==> config.mk <==
export PLATFORM = sky130hd
export DESIGN_NAME = spi_master_flat
export DESIGN_NICKNAME = d
export VERILOG_FILES = /design/src/rtl/spi_master_if.sv /design/src/rtl/spi_master.sv /design/src/flat_wrapper.sv
export SDC_FILE = /design/constraint.sdc
export NUM_CORES = 1
export LEC_CHECK = 0
export ABC_AREA = 1
export BUFFER_PORTS_ARGS = -buffer_cell sky130_fd_sc_hd__buf_2
export CAP_MARGIN = 15
export CORE_UTILIZATION = 58
export CTS_CLUSTER_DIAMETER = 40
export DETAILED_ROUTE_END_ITERATION = 10
export HOLD_SLACK_MARGIN = 0.06
export MAX_ROUTING_LAYER = met4
export PLACE_DENSITY = 0.82
export SETUP_SLACK_MARGIN = 0.4
export SKIP_CTS_REPAIR_TIMING = 1
export SYNTH_ARGS = -nofsm -noshare
export SYNTH_HDL_FRONTEND = slang
export SYNTH_SLANG_ARGS = --single-unit
==> constraint.sdc <==
create_clock -name clk -period 2.37 [get_ports clk]
set_clock_uncertainty 0.05 [all_clocks]
set_input_delay 0.237 -clock clk [delete_from_list [all_inputs] [get_ports clk]]
set_output_delay 0.237 -clock clk [all_outputs]
set_load 0.01 [all_outputs]
==> src/rtl/spi_master_if.sv <==
// Host/pin bundle for the SPI controller: start/done handshake plus the four SPI pins.
interface spi_master_if #(
   parameter int DATA_WIDTH = 8
);
   logic                  start;
   logic [DATA_WIDTH-1:0] tx_data;
   logic                  busy;
   logic                  done;
   logic [DATA_WIDTH-1:0] rx_data;
   logic                  cs;
   logic                  sck;
   logic                  mosi;
   logic                  miso;

   // Controller side
   modport master (
      input  start, tx_data, miso,
      output busy, done, rx_data, cs, sck, mosi
   );

   // Host / peripheral side
   modport slave (
      output start, tx_data, miso,
      input  busy, done, rx_data, cs, sck, mosi
   );
endinterface

==> src/rtl/spi_master.sv <==
// SPI controller (mode 0 timing): idle sck low, mosi changes on falling sck,
// miso sampled on rising sck. One cs-low frame per accepted start.
// mosi goes out LSB first; the first miso bit lands in the rx MSB.
module spi_master #(
   parameter int DATA_WIDTH = 8,
   parameter int CLK_DIV    = 2
) (
   input  logic          clk,
   input  logic          reset,
   spi_master_if.master  bus
);
   localparam int CW = $clog2(CLK_DIV + 1);
   localparam int BW = $clog2(DATA_WIDTH + 1);
   localparam logic [CW-1:0] CNT_LAST = CW'(CLK_DIV - 1);
   localparam logic [BW-1:0] BIT_LAST = BW'(DATA_WIDTH - 1);

   typedef enum logic [2:0] {IDLE, SETUP, SHIFT, HOLD, GAP} state_t;

   state_t                state_q, state_d;
   logic [CW-1:0]         cnt_q, cnt_d;
   logic [BW-1:0]         bit_q, bit_d;
   logic                  cs_q, cs_d;
   logic                  sck_q, sck_d;
   logic                  mosi_q, mosi_d;
   logic                  busy_q, busy_d;
   logic                  done_q, done_d;
   logic [DATA_WIDTH-1:0] rx_data_q, rx_data_d;
   logic [DATA_WIDTH-1:0] tx_shift_q, tx_shift_d;
   logic [DATA_WIDTH-1:0] rx_shift_q, rx_shift_d;
   logic                  wrap;

   // Half-period counter reaches its last count; every phase change happens here
   assign wrap = (cnt_q == CNT_LAST);

   // Next-state and next-output logic; all outputs are taken from registers
   always_comb begin
      state_d    = state_q;
      cnt_d      = wrap ? '0 : cnt_q + 1'b1;
      bit_d      = bit_q;
      cs_d       = cs_q;
      sck_d      = sck_q;
      mosi_d     = mosi_q;
      busy_d     = busy_q;
      done_d     = 1'b0;
      rx_data_d  = rx_data_q;
      tx_shift_d = tx_shift_q;
      rx_shift_d = rx_shift_q;
      case (state_q)
         IDLE: begin
            cnt_d = '0;
            if (bus.start) begin
               state_d    = SETUP;
               busy_d     = 1'b1;
               cs_d       = 1'b0;
               mosi_d     = bus.tx_data[0];
               tx_shift_d = bus.tx_data;
               bit_d      = '0;
            end
         end
         SETUP: begin
            // Leaving setup is the first rising sck edge
            if (wrap) begin
               state_d    = SHIFT;
               sck_d      = 1'b1;
               rx_shift_d = {rx_shift_q[DATA_WIDTH-2:0], bus.miso};
            end
         end
         SHIFT: begin
            if (wrap) begin
               if (!sck_q) begin
                  sck_d      = 1'b1;
                  rx_shift_d = {rx_shift_q[DATA_WIDTH-2:0], bus.miso};
               end else begin
                  sck_d = 1'b0;
                  bit_d = bit_q + 1'b1;
                  if (bit_q == BIT_LAST) begin
                     state_d = HOLD;
                  end else begin
                     tx_shift_d = tx_shift_q >> 1;
                     mosi_d     = tx_shift_q[1];
                  end
               end
            end
         end
         HOLD: begin
            if (wrap) begin
               state_d   = GAP;
               cs_d      = 1'b1;
               rx_data_d = rx_shift_q;
               done_d    = 1'b1;
            end
         end
         GAP: begin
            if (wrap) begin
               state_d = IDLE;
               busy_d  = 1'b0;
            end
         end
         default: state_d = IDLE;
      endcase
   end

   // Control and output registers; reset aborts any frame immediately
   always_ff @(posedge clk) begin
      if (reset) begin
         state_q   <= IDLE;
         cnt_q     <= '0;
         bit_q     <= '0;
         cs_q      <= 1'b1;
         sck_q     <= 1'b0;
         mosi_q    <= 1'b0;
         busy_q    <= 1'b0;
         done_q    <= 1'b0;
         rx_data_q <= '0;
      end else begin
         state_q   <= state_d;
         cnt_q     <= cnt_d;
         bit_q     <= bit_d;
         cs_q      <= cs_d;
         sck_q     <= sck_d;
         mosi_q    <= mosi_d;
         busy_q    <= busy_d;
         done_q    <= done_d;
         rx_data_q <= rx_data_d;
      end
   end

   // Shift registers are fully reloaded/overwritten by every frame, so no reset
   always_ff @(posedge clk) begin
      tx_shift_q <= tx_shift_d;
      rx_shift_q <= rx_shift_d;
   end

   assign bus.cs      = cs_q;
   assign bus.sck     = sck_q;
   assign bus.mosi    = mosi_q;
   assign bus.busy    = busy_q;
   assign bus.done    = done_q;
   assign bus.rx_data = rx_data_q;
endmodule

==> src/flat_wrapper.sv <==
// flat-port wrapper written by rule: the top's interface ports become plain ports
module spi_master_flat 
#(
   parameter int DATA_WIDTH = 8,
   parameter int CLK_DIV    = 2
)
  (clk, reset, bus_start, bus_tx_data, bus_miso, bus_busy, bus_done, bus_rx_data, bus_cs, bus_sck, bus_mosi);
  spi_master_if #(.DATA_WIDTH(DATA_WIDTH)) bus_i ();
  input  logic clk;
  input  logic reset;
  input wire logic [$bits(bus_i.start)-1:0] bus_start;
  input wire logic [$bits(bus_i.tx_data)-1:0] bus_tx_data;
  input wire logic [$bits(bus_i.miso)-1:0] bus_miso;
  output wire logic [$bits(bus_i.busy)-1:0] bus_busy;
  output wire logic [$bits(bus_i.done)-1:0] bus_done;
  output wire logic [$bits(bus_i.rx_data)-1:0] bus_rx_data;
  output wire logic [$bits(bus_i.cs)-1:0] bus_cs;
  output wire logic [$bits(bus_i.sck)-1:0] bus_sck;
  output wire logic [$bits(bus_i.mosi)-1:0] bus_mosi;
  assign bus_i.start = bus_start;
  assign bus_i.tx_data = bus_tx_data;
  assign bus_i.miso = bus_miso;
  assign bus_busy = bus_i.busy;
  assign bus_done = bus_i.done;
  assign bus_rx_data = bus_i.rx_data;
  assign bus_cs = bus_i.cs;
  assign bus_sck = bus_i.sck;
  assign bus_mosi = bus_i.mosi;
  spi_master #(.DATA_WIDTH(DATA_WIDTH), .CLK_DIV(CLK_DIV)) u_core (.clk(clk), .reset(reset), .bus(bus_i));
endmodule
==> results.sh <==
export IMPL_die_area_um2=2820
export IMPL_tightest_slew_ns=0.451
export IMPL_hold_class="primary input to flip-flop"
export IMPL_post_drt_wl_per_cell_um=11.6
export IMPL_fmax_ghz=0.623
export IMPL_critical_path_max_fanout=7
export IMPL_cts_made_buffers=5
export IMPL_max_slew_margin_rel_pct=69.9
export IMPL_grt_overflow_total=0
export IMPL_end_kind="flip-flop"
export IMPL_synth_top_cell_area_share_pct=29.7
export IMPL_root_buffer="clkbuf_4"
export IMPL_cellPowerDensity_nw_per_um2=998
export IMPL_cp_num_cells=7
export IMPL_fill_cells=202
export IMPL_cts_sinks=37
export IMPL_first_iter_violations=17
export IMPL_cp_slowest_cell="dfxtp_1"
export IMPL_synth_ff_type="dfxtp_1"
export IMPL_fin_hold_ws_ns=0.0668
export IMPL_grt_pass1_wl_um=4180
export IMPL_reg2reg_depth=7
export IMPL_final_cells=232
export IMPL_hold_depth=2
export IMPL_clkLatencyLatePin_ns=0.34
export IMPL_peakVddDrop_uv=778
export IMPL_clk_path_buf_depth=2
export IMPL_crit_top_cell="inv_1"
export IMPL_worst_path_buf_inv=2
export IMPL_yosysUniqueCellTypes=18
export IMPL_antenna_found_initial=0
export IMPL_synthCells=171
export IMPL_dpl_hpwl_um=1880
export IMPL_ys_async_sr_fraction_pct=0
export IMPL_timing_final_max_slew_violations=0
export IMPL_post_drt_via_cell_ratio=4.97
export IMPL_critical_path_top_delay_family="simple AND/OR/NAND/NOR gates"
export IMPL_initial_core_util_pct=61.2
export IMPL_ff_latch_area_um2=891
export IMPL_numPortBuffers=24
export IMPL_place_congestion=0.866
export IMPL_design_area_um2=1760
export IMPL_antenna_left=0
export IMPL_core_area_um2=2480
export IMPL_ios=25
export IMPL_final_hold_viol_count=0
export IMPL_tns_ns=0
export IMPL_power_mw=1.75
export IMPL_ys_ff_latch=37
export IMPL_place_inst=223
export IMPL_worstPathArrival_ns=1.59
export IMPL_cp_required_ns=2.35
export IMPL_die_w_um=53.1
export IMPL_crit_type="flip-flop to flip-flop"
export IMPL_min_period_over_period_pct=67.7
export IMPL_rsz0062_at_grt="no"
export IMPL_synth_edf_count=15
export IMPL_track_usage_pct=21.3
export IMPL_syn_cell_area_um2=1520
export IMPL_cp_cell_sequence="ha_1 > nand2_1 > inv_1 > nand3_2 > nand2_4 > nand2_2 > inv_1"
export IMPL_cts_tree="yes"
export IMPL_path_clk_slew_ns=0.11
export IMPL_antenna_cells=0
export IMPL_first_pass_iters=4
export IMPL_final_nets=215
export IMPL_fp_dieH_um=53.1
export IMPL_drc=0
export IMPL_yosysTopAreaCell="edfxtp_1"
export IMPL_synthTopCellsByArea="edfxtp_1 30%, dfxtp_1 29%, nand2_1 11%"
export IMPL_finalSetupViolCount=0
export IMPL_p_leak_nw=0.795
export IMPL_drive_gt1_share_pct=21.3
export IMPL_synth_nets=185
export IMPL_routed_wl_um=2690
export IMPL_htreeDepth=2
export IMPL_status="finished clean"
export IMPL_fin_crit_ns=1.61
export IMPL_slowest_delay_ns=0.36
export IMPL_cap_violations=0
export IMPL_grt_max_degree=21
export IMPL_yosysWarnings=0
export IMPL_avgSynthCellArea_um2=8.87
export IMPL_multi_input_area_um2=505
export IMPL_r2r_slack_ns=0.76
export IMPL_vias=1153
export IMPL_syn2layout_area_growth_pct=15.8
export IMPL_ys_seq_area_share_pct=58.7
export IMPL_placed_area_um2=1660
export IMPL_rows=18
export IMPL_grt_pass1_vias=1041
export IMPL_start_kind="flip-flop"
-- cell usage in the layout (no fill, tap or decap) --
cell / instances
a21oi_1: 18
buf_2: 24
buf_4: 2
clkbuf_16: 1
clkbuf_4: 5
clkbuf_8: 1
clkinvlp_4: 1
dfxtp_1: 22
dlygate4sd3_1: 1
edfxtp_1: 15
ha_1: 2
inv_1: 23
inv_2: 2
nand2_1: 43
nand2_2: 2
nand2_4: 2
nand3_1: 7
nand3_2: 2
nand4_1: 2
nor2_1: 14
nor2_4: 1
o211ai_1: 1
o21ai_0: 11
-- layer usage --
metal	track usage, %	vias up	wire, um
met5	-	-	0
met4	10.1	0	44
met3	5.17	6	84
met2	34.2	20	1300
met1	25.1	517	1260
li1	-	610	-
-- per-stage QoR --
stage | worst slack, ns | utilization [%]
after floorplan | 0.740 | -
after global placement | 0.853 | 67.1
after detailed placement | 0.792 | 67.1
after CTS | 0.763 | 70.5
after global routing | 0.663 | 70.9
final | 0.765 | 70.9
-- worst register-to-register path: stages, from the launching register on --
cell and delay (ns):
dfxtp_1 0.36, ha_1 0.23, nand2_1 0.07, inv_1 0.09, nand3_2 0.11, nand2_4 0.12
nand2_2 0.07, inv_1 0.21
-- synth_stat cells, types with 3 or more instances --
cell      number
inv_1         23
edfxtp_1      15
o21ai_0       11
a21oi_1       18
nand2_1       43
nor2_1        14
dfxtp_1       22
nand3_1        7
buf_2          3
-- power by group --
group	internal, mW	switching, mW
clock	0.208	0.211
sequential	0.814	0.0764
combinational	0.153	0.289
total	1.18	0.577
-- worst paths after layout --
| check | start | to |
|---|---|---|
| worst max-delay path | u_core.cnt_q[0] | u_core.tx_shift_q[7] |
| worst min register to register | u_core.cnt_q[0] | u_core.cnt_q[0] |
| worst max register to register | u_core.cnt_q[0] | u_core.tx_shift_q[7] |
| worst min-delay path | reset | u_core.bit_q[0] |
-- cells by family after synthesis --
family / count (synthesis) / share of synthesized area [%]
AND/OR/NAND/NOR: 73 / 21.6
AO/OA/AOI/OAI: 30 / 10.1
flip-flops: 37 / 58.7
adder cells (fa/ha/maj): 2 / 1.65
buffers and inverters: 29 / 7.92
-- layout make-up --
type | instances | area share, %
clock buffers | 7 | 4.34
multi-input cells | 105 | 28.8
flip-flops and latches | 37 | 50.7
repair buffers | 27 | 8.26
well taps | 30 | 2.14
inverters | 25 | 5.34
clock inverters | 1 | 0.427
-- sequential cells by signal (all words and copies together), names as in the netlist --
register,cells
u_core.tx_shift_q,7
u_core.bit_q,4
u_core.cnt_q,2
u_core.bus.done,1
u_core.bus.busy,1
u_core.rx_shift_q,8
u_core.bus.mosi,1
u_core.bus.sck,1
u_core.bus.rx_data,8
u_core.bus.cs,1
u_core.state_q,3
(Power assumes the default switching activity.)
